--- src/rtl/lod_log_encoder_pipe.sv ---
// lod_log_encoder_pipe
//   Two-stage pipelined leading-one detector / Mitchell log2 encoder.
//   Stage 1 captures the operand together with its leading-one position,
//   one-hot vector and zero flag. Stage 2 normalises the operand so the
//   leading one sits at the MSB and emits the MSB-aligned fraction below it.
//   {out_pos, out_frac} is the fixed-point log2 approximation.
//   Valid/ready on both sides. in_ready depends combinationally on out_ready,
//   so the pipe sustains one operand per cycle without a skid buffer.
//
//   Optional feature, controlled by macro LOD_ROUND_EN:
//     defined   - fraction rounded half-up on the first dropped bit (guard),
//                 saturating at all ones instead of carrying into pos.
//     undefined - fraction truncated.
module lod_log_encoder_pipe #(
  parameter int  WIDTH  = 16,
  parameter int  FRAC_W = 8,
  localparam int POS_W  = $clog2(WIDTH)
) (
  input  logic              clk,
  input  logic              rst,
  input  logic              in_valid,
  output logic              in_ready,
  input  logic [WIDTH-1:0]  in_data,
  output logic              out_valid,
  input  logic              out_ready,
  output logic [WIDTH-1:0]  out_onehot,
  output logic [POS_W-1:0]  out_pos,
  output logic [FRAC_W-1:0] out_frac,
  output logic              out_zero
);

  // Pipeline state
  logic              s1_valid_q, s2_valid_q;
  // The leading one itself is implied by the position, so only the bits
  // below the operand MSB need to travel to stage 2.
  logic [WIDTH-2:0]  s1_data_q;
  logic [WIDTH-1:0]  s1_onehot_q, s2_onehot_q;
  logic [POS_W-1:0]  s1_pos_q, s2_pos_q;
  logic              s1_zero_q, s2_zero_q;
  logic [FRAC_W-1:0] s2_frac_q;

  // Next-state values
  logic [WIDTH-1:0]  s1_onehot_d;
  logic [POS_W-1:0]  s1_pos_d;
  logic              s1_zero_d;
  logic [FRAC_W-1:0] s2_frac_d;

  logic              s1_en, s2_en;
  logic [POS_W-1:0]  shamt;
  logic [WIDTH-2:0]  norm;
  logic [FRAC_W-1:0] frac_trunc;
  logic              unused_norm;

  // Stage enables: a stage advances when its successor can take its content
  // or when it is empty.
  assign s2_en    = out_ready || !s2_valid_q;
  assign s1_en    = s2_en || !s1_valid_q;
  assign in_ready = s1_en;

  // Leading-one detect on the incoming operand (highest set bit wins)
  always_comb begin
    // NOTE: every variable gets a default before any conditional write so no
    // path leaves it unassigned and no latch is inferred.
    s1_pos_d  = '0;
    s1_zero_d = 1'b1;
    for (int i = 0; i < WIDTH; i++) begin
      if (in_data[i]) begin
        s1_pos_d  = POS_W'(i);
        s1_zero_d = 1'b0;
      end
    end
    s1_onehot_d = s1_zero_d ? '0 : (WIDTH'(1) << s1_pos_d);
  end

  // Normalise: shift so the leading one lands just above norm's MSB, then
  // take the top FRAC_W bits. Shifting in zeros pads short fractions.
  always_comb begin
    shamt      = POS_W'(WIDTH - 1) - s1_pos_q;
    norm       = s1_data_q << shamt;
    frac_trunc = norm[WIDTH-2 -: FRAC_W];
  end

  // Bits below the fraction only matter for rounding.
  assign unused_norm = ^norm;

`ifdef LOD_ROUND_EN
  logic guard;
  if (FRAC_W <= WIDTH - 2) begin : g_guard
    assign guard = norm[WIDTH-2-FRAC_W];
  end else begin : g_no_guard
    assign guard = 1'b0;
  end
  // Round half-up; an all-ones fraction saturates instead of overflowing.
  assign s2_frac_d = (guard && !(&frac_trunc)) ? frac_trunc + FRAC_W'(1) : frac_trunc;
`else
  assign s2_frac_d = frac_trunc;
`endif

  // Stage 1: capture operand and leading-one results on accept
  always_ff @(posedge clk or posedge rst) begin
    // NOTE: non-blocking assignments so every register samples pre-edge
    // values regardless of block evaluation order.
    if (rst) begin
      // NOTE: data registers are reset too (not just valids) so every output
      // reads zero during and right after reset.
      s1_valid_q  <= 1'b0;
      s1_data_q   <= '0;
      s1_onehot_q <= '0;
      s1_pos_q    <= '0;
      s1_zero_q   <= 1'b0;
    end else if (s1_en) begin
      s1_valid_q <= in_valid;
      // Data only loads on a real transfer, so idle in_data never enters.
      if (in_valid) begin
        s1_data_q   <= in_data[WIDTH-2:0];
        s1_onehot_q <= s1_onehot_d;
        s1_pos_q    <= s1_pos_d;
        s1_zero_q   <= s1_zero_d;
      end
    end
  end

  // Stage 2: register the final result; frozen while downstream stalls
  always_ff @(posedge clk or posedge rst) begin
    if (rst) begin
      s2_valid_q  <= 1'b0;
      s2_onehot_q <= '0;
      s2_pos_q    <= '0;
      s2_frac_q   <= '0;
      s2_zero_q   <= 1'b0;
    end else if (s2_en) begin
      s2_valid_q <= s1_valid_q;
      if (s1_valid_q) begin
        s2_onehot_q <= s1_onehot_q;
        s2_pos_q    <= s1_pos_q;
        s2_frac_q   <= s2_frac_d;
        s2_zero_q   <= s1_zero_q;
      end
    end
  end

  assign out_valid  = s2_valid_q;
  assign out_onehot = s2_onehot_q;
  assign out_pos    = s2_pos_q;
  assign out_frac   = s2_frac_q;
  assign out_zero   = s2_zero_q;

endmodule
--- config.mk ---
export PLATFORM = sky130hd
export DESIGN_NAME = lod_log_encoder_pipe
export DESIGN_NICKNAME = d
export VERILOG_FILES = /design/src/rtl/lod_log_encoder_pipe.sv
export SDC_FILE = /design/constraint.sdc
export NUM_CORES = 1
export LEC_CHECK = 0
export ABC_AREA = 1
export BUFFER_PORTS_ARGS = -buffer_cell sky130_fd_sc_hd__clkbuf_2
export CORE_MARGIN = 3
export CORE_UTILIZATION = 43
export CTS_BUF_LIST = sky130_fd_sc_hd__clkbuf_4 sky130_fd_sc_hd__clkbuf_8
export DETAILED_ROUTE_END_ITERATION = 16
export GPL_ROUTABILITY_DRIVEN = 1
export HOLD_SLACK_MARGIN = 0.03
export PLACE_DENSITY = 0.72
export SYNTH_ARGS = -nofsm -noshare
export SYNTH_HDL_FRONTEND = slang
export SYNTH_SLANG_ARGS = --single-unit
--- constraint.sdc ---
create_clock -name clk -period 3.5 [get_ports clk]
set_clock_uncertainty 0.05 [all_clocks]
set_input_delay 0.35 -clock clk [delete_from_list [all_inputs] [get_ports clk]]
set_output_delay 0.35 -clock clk [all_outputs]
set_load 0.1 [all_outputs]
==> parameters.txt <==
Parameter                              Value

Synth
  Total of flip-flops plus latches after synthesis    67
  Number of flops mapped to enable cells by yosys    0
  Number of distinct library cells after synthesis    33
  Proportion of register bits with asynchronous set or reset after synthesis    100%
  Ys flop type    sky130_fd_sc_hd__dfrtp_1
  Average size of a mapped cell    8.17 sq um
  Post-synthesis instance area    3190 sq um
  Yosys warnings    0
  Post-synthesis cell count    390
  Seq/Total Area, Yosys    52.6%
  Synth Net Count    410

Global routing
  Wire length of the first global-routing pass    11800 um
  Total global routing track utilization    17.8%
  Maximum number of pins on one net before global-route repair    44
  Antenna violations before repair    0
  Final global-route overflow total    0
  Vias in the first global route    2432

Cells and area
  Count of fill cells added during filler insertion    669
  Layout overhead on the synthesized area    15.5%
  Count of antenna diodes in the layout    0
  Proportion of layout cells with a drive suffix above 1    20.2%
  Fin nets    456

Setup path
  Worst-path fanout max    43
  Cell-by-cell listing of the critical path    nand3_2, nand2_1, buf_4, inv_2, o41ai_1, inv_1, nand2_1, inv_1, nand4_1, nand2_1
  Crit-path slowest cell    sky130_fd_sc_hd__dfrtp_1
  Worst EP required    3700 ps
  Dominant cell type by count on the critical path    sky130_fd_sc_hd__nand2_1
  Startpoint Class    register
  Register-to-register path setup slack    1560 ps
  Gate family responsible for the most delay along the worst path    buffers and inverters
  Critical register-to-register path startpoint    out_valid$_DFFE_PP0P_
  Setup CP Type    register to register
  Slowest stage delay, CP    390 ps
  Cell count of the worst reg-to-reg path    10
  RR Endpoint    s1_onehot_q[3]$_DFFE_PP0P_
  Worst Path Arrival    2140 ps
  Buffers & Inverters on Critical Path    4
  Kind of capture point of the worst setup path    register

Floorplan
  Initial core utilization    45.6%
  Core area    6980 sq um
  Area enclosed by the die boundary    8480 sq um
  Floorplan die width    92.1 um
  Die Y-Extent    92.1 um
  IO Count    51
  Standard-cell rows    30

Route
  Antenna-violating nets left    0
  Routed Wire Length    7030 um
  Total iterations of the first detailed-routing run    5
  Average wire per standard cell    13.1 um
  Post-DR vias/cell    5.06
  Total via count in the routed design    2718
  Remaining DRCs    0
  Detailed Route Iter0 Violations    195

Power
  Share of power burned in registers    38.1%
  Maximum vdd drop    0.000245 V
  Relative contribution of the clock network to total power    24.4%
  Ratio of total power to cell area    695 nW/um^2
  Proportion of power drawn by combinational gates    37.5%
  Switch Pwr    1.18 mW
  Design internal power    1.38 mW
  Net switching share of the total power    46.1%
  Pleak    1.88 nW

Timing
  Part of the cycle the worst path needs    55.4%
  Final number of setup-violating endpoints    0
  Unrepaired setup endpoints after global routing    no
  Clock period minus worst slack    1940 ps
  Highest clock frequency the design can meet    516 MHz
  Number of max-slew violations in the final report    0
  Hold Vio Cnt, Final    0
  Total negative slack for setup checks    0 ps
  Worst Hold Margin    87.1 ps
  Worst-margin pin slew    818 ps
  Slew Limit Headroom    45.4%

Place
  DP Wirelength    5170 um
  Number of buffer cells added on primary ports    50
  Final GP Congestion    0.940

CTS
  Cts bufs inserted    9
  TritonCTS Sinks    67
  Buffer count from post-CTS setup fixing    0
  Count of cells resized by post-cts repair    0
  Later-pin clock latency in the skew report    350 ps
  CTS root buffer    sky130_fd_sc_hd__clkbuf_8
  Total of hold buffers inserted after clock tree synthesis    0
  Count of H-tree levels built during CTS    3
  TritonCTS clock tree    done
  Clock-pin slew of the registers on the worst-case setup and hold paths    80 ps
  Number of buffers on the longest clock path    2

Worst hold path
  Path type of the worst min-delay path    input port to asynchronous set/reset pin

Run status
  Run status    complete, no violations

Run
  Max-capacitance violation count    0
-- placed cells by master (no fill, tap or decap), types with 4 or more instances in the layout --
cell                       instances
sky130_fd_sc_hd__a31oi_1           5
sky130_fd_sc_hd__o21bai_1          4
sky130_fd_sc_hd__o22ai_1           4
sky130_fd_sc_hd__nand3_1          11
sky130_fd_sc_hd__nand4_1           6
sky130_fd_sc_hd__inv_1            29
sky130_fd_sc_hd__o21ai_1           9
sky130_fd_sc_hd__o211ai_1          5
sky130_fd_sc_hd__nor2_1           18
sky130_fd_sc_hd__clkbuf_8          9
sky130_fd_sc_hd__inv_2             9
sky130_fd_sc_hd__dfrtp_1          67
sky130_fd_sc_hd__a21oi_1           7
sky130_fd_sc_hd__o21ai_0          42
sky130_fd_sc_hd__clkbuf_2         50
sky130_fd_sc_hd__nand2_1         135
-- per-stage QoR --
stage	instance area [sq um]	setup slack, ps	power (mW)	cells	util (%)
floorplan	3190	682	1.78	390	-
global placement	3490	1560	1.93	521	49.9
detailed placement	3490	1430	1.95	521	49.9
CTS	3680	1550	2.57	537	52.7
global route	3680	1330	2.69	537	52.7
finish	3680	1560	2.56	537	52.7
-- synth_stat cells (2+ instances only) --
master,n,area [sq um]
sky130_fd_sc_hd__nand2_1,135,507
sky130_fd_sc_hd__inv_2,8,30.0
sky130_fd_sc_hd__clkbuf_1,10,37.5
sky130_fd_sc_hd__o211ai_1,5,37.5
sky130_fd_sc_hd__buf_2,5,25.0
sky130_fd_sc_hd__inv_1,30,113
sky130_fd_sc_hd__a21oi_1,7,35.0
sky130_fd_sc_hd__nand3_1,11,55.1
sky130_fd_sc_hd__a31oi_1,5,31.3
sky130_fd_sc_hd__buf_6,2,22.5
sky130_fd_sc_hd__o21ai_0,42,210
sky130_fd_sc_hd__o22ai_1,4,25.0
sky130_fd_sc_hd__o21bai_1,4,30.0
sky130_fd_sc_hd__nand4_2,2,25.0
sky130_fd_sc_hd__nor2_1,18,67.6
sky130_fd_sc_hd__a41oi_1,2,17.5
sky130_fd_sc_hd__o21ai_1,9,45.0
sky130_fd_sc_hd__nand2_4,2,22.5
sky130_fd_sc_hd__nand4_1,6,37.5
sky130_fd_sc_hd__nand2_2,2,12.5
sky130_fd_sc_hd__mux2i_1,3,30.0
sky130_fd_sc_hd__dfrtp_1,67,1680
-- power groups by stage --
| stage | Clock (mW) | Combinational [mW] | Sequential (mW) |
|---|---|---|---|
| finish | 0.625 | 0.959 | 0.973 |
| global route | 0.668 | 1.03 | 0.993 |
| floorplan | 0 | 0.326 | 1.46 |
| detailed placement | 0 | 0.962 | 0.988 |
| global placement | 0 | 0.953 | 0.982 |
| CTS | 0.632 | 0.964 | 0.973 |
-- worst max path at each step --
stage | start | end | slack [ps] | cells past startpoint
6_report | out_valid$_DFFE_PP0P_ | s1_onehot_q[3]$_DFFE_PP0P_ | 1560 | 10
5_1_grt | out_valid$_DFFE_PP0P_ | s1_onehot_q[7]$_DFFE_PP0P_ | 1330 | 10
4_1_cts | out_valid$_DFFE_PP0P_ | s1_onehot_q[3]$_DFFE_PP0P_ | 1550 | 10
3_5_place_dp | out_ready | s1_onehot_q[7]$_DFFE_PP0P_ | 1430 | 12
3_3_place_gp | out_ready | s1_onehot_q[3]$_DFFE_PP0P_ | 1560 | 12
2_1_floorplan | out_valid$_DFFE_PP0P_ | s1_onehot_q[7]$_DFFE_PP0P_ | 680 | 9
-- metal layers --
layer	global-route usage (%)	wire (um)	share of wire (%)
met5	0	0	0
met4	7.92	130	1.8
met2	23.6	2880	41
met3	4.76	472	6.7
met1	26.9	3540	50
-- registers in the layout, indices dropped and copies added, names as in the netlist --
signal and flops:
s1_zero_q 1, out_frac 8, out_valid 1, s1_onehot_q 16
s1_pos_q 4, s1_data_q 15, out_zero 1, s1_valid_q 1
out_pos 4, out_onehot 16
-- cell type report --
cell class | count | area [sq um] | share of cell area (%)
multi-input cells | 266 | 1270 | 34.5
clock buffers | 9 | 124 | 3.37
well taps | 96 | 120 | 3.27
inverters | 39 | 146 | 3.98
flip-flops and latches | 67 | 1680 | 45.6
clock inverters | 7 | 68.8 | 1.87
repair buffers | 53 | 273 | 7.41
-- logic make-up (layout without fill, tap and decap cells) --
group,count (synthesis),in the layout,synth area share (%)
simple gates,180,180,23.9
compound gates,83,83,15.0
mux,3,3,0.943
buf+inv,57,108,7.50
flops,67,67,52.6
(Power assumes the default switching activity.)
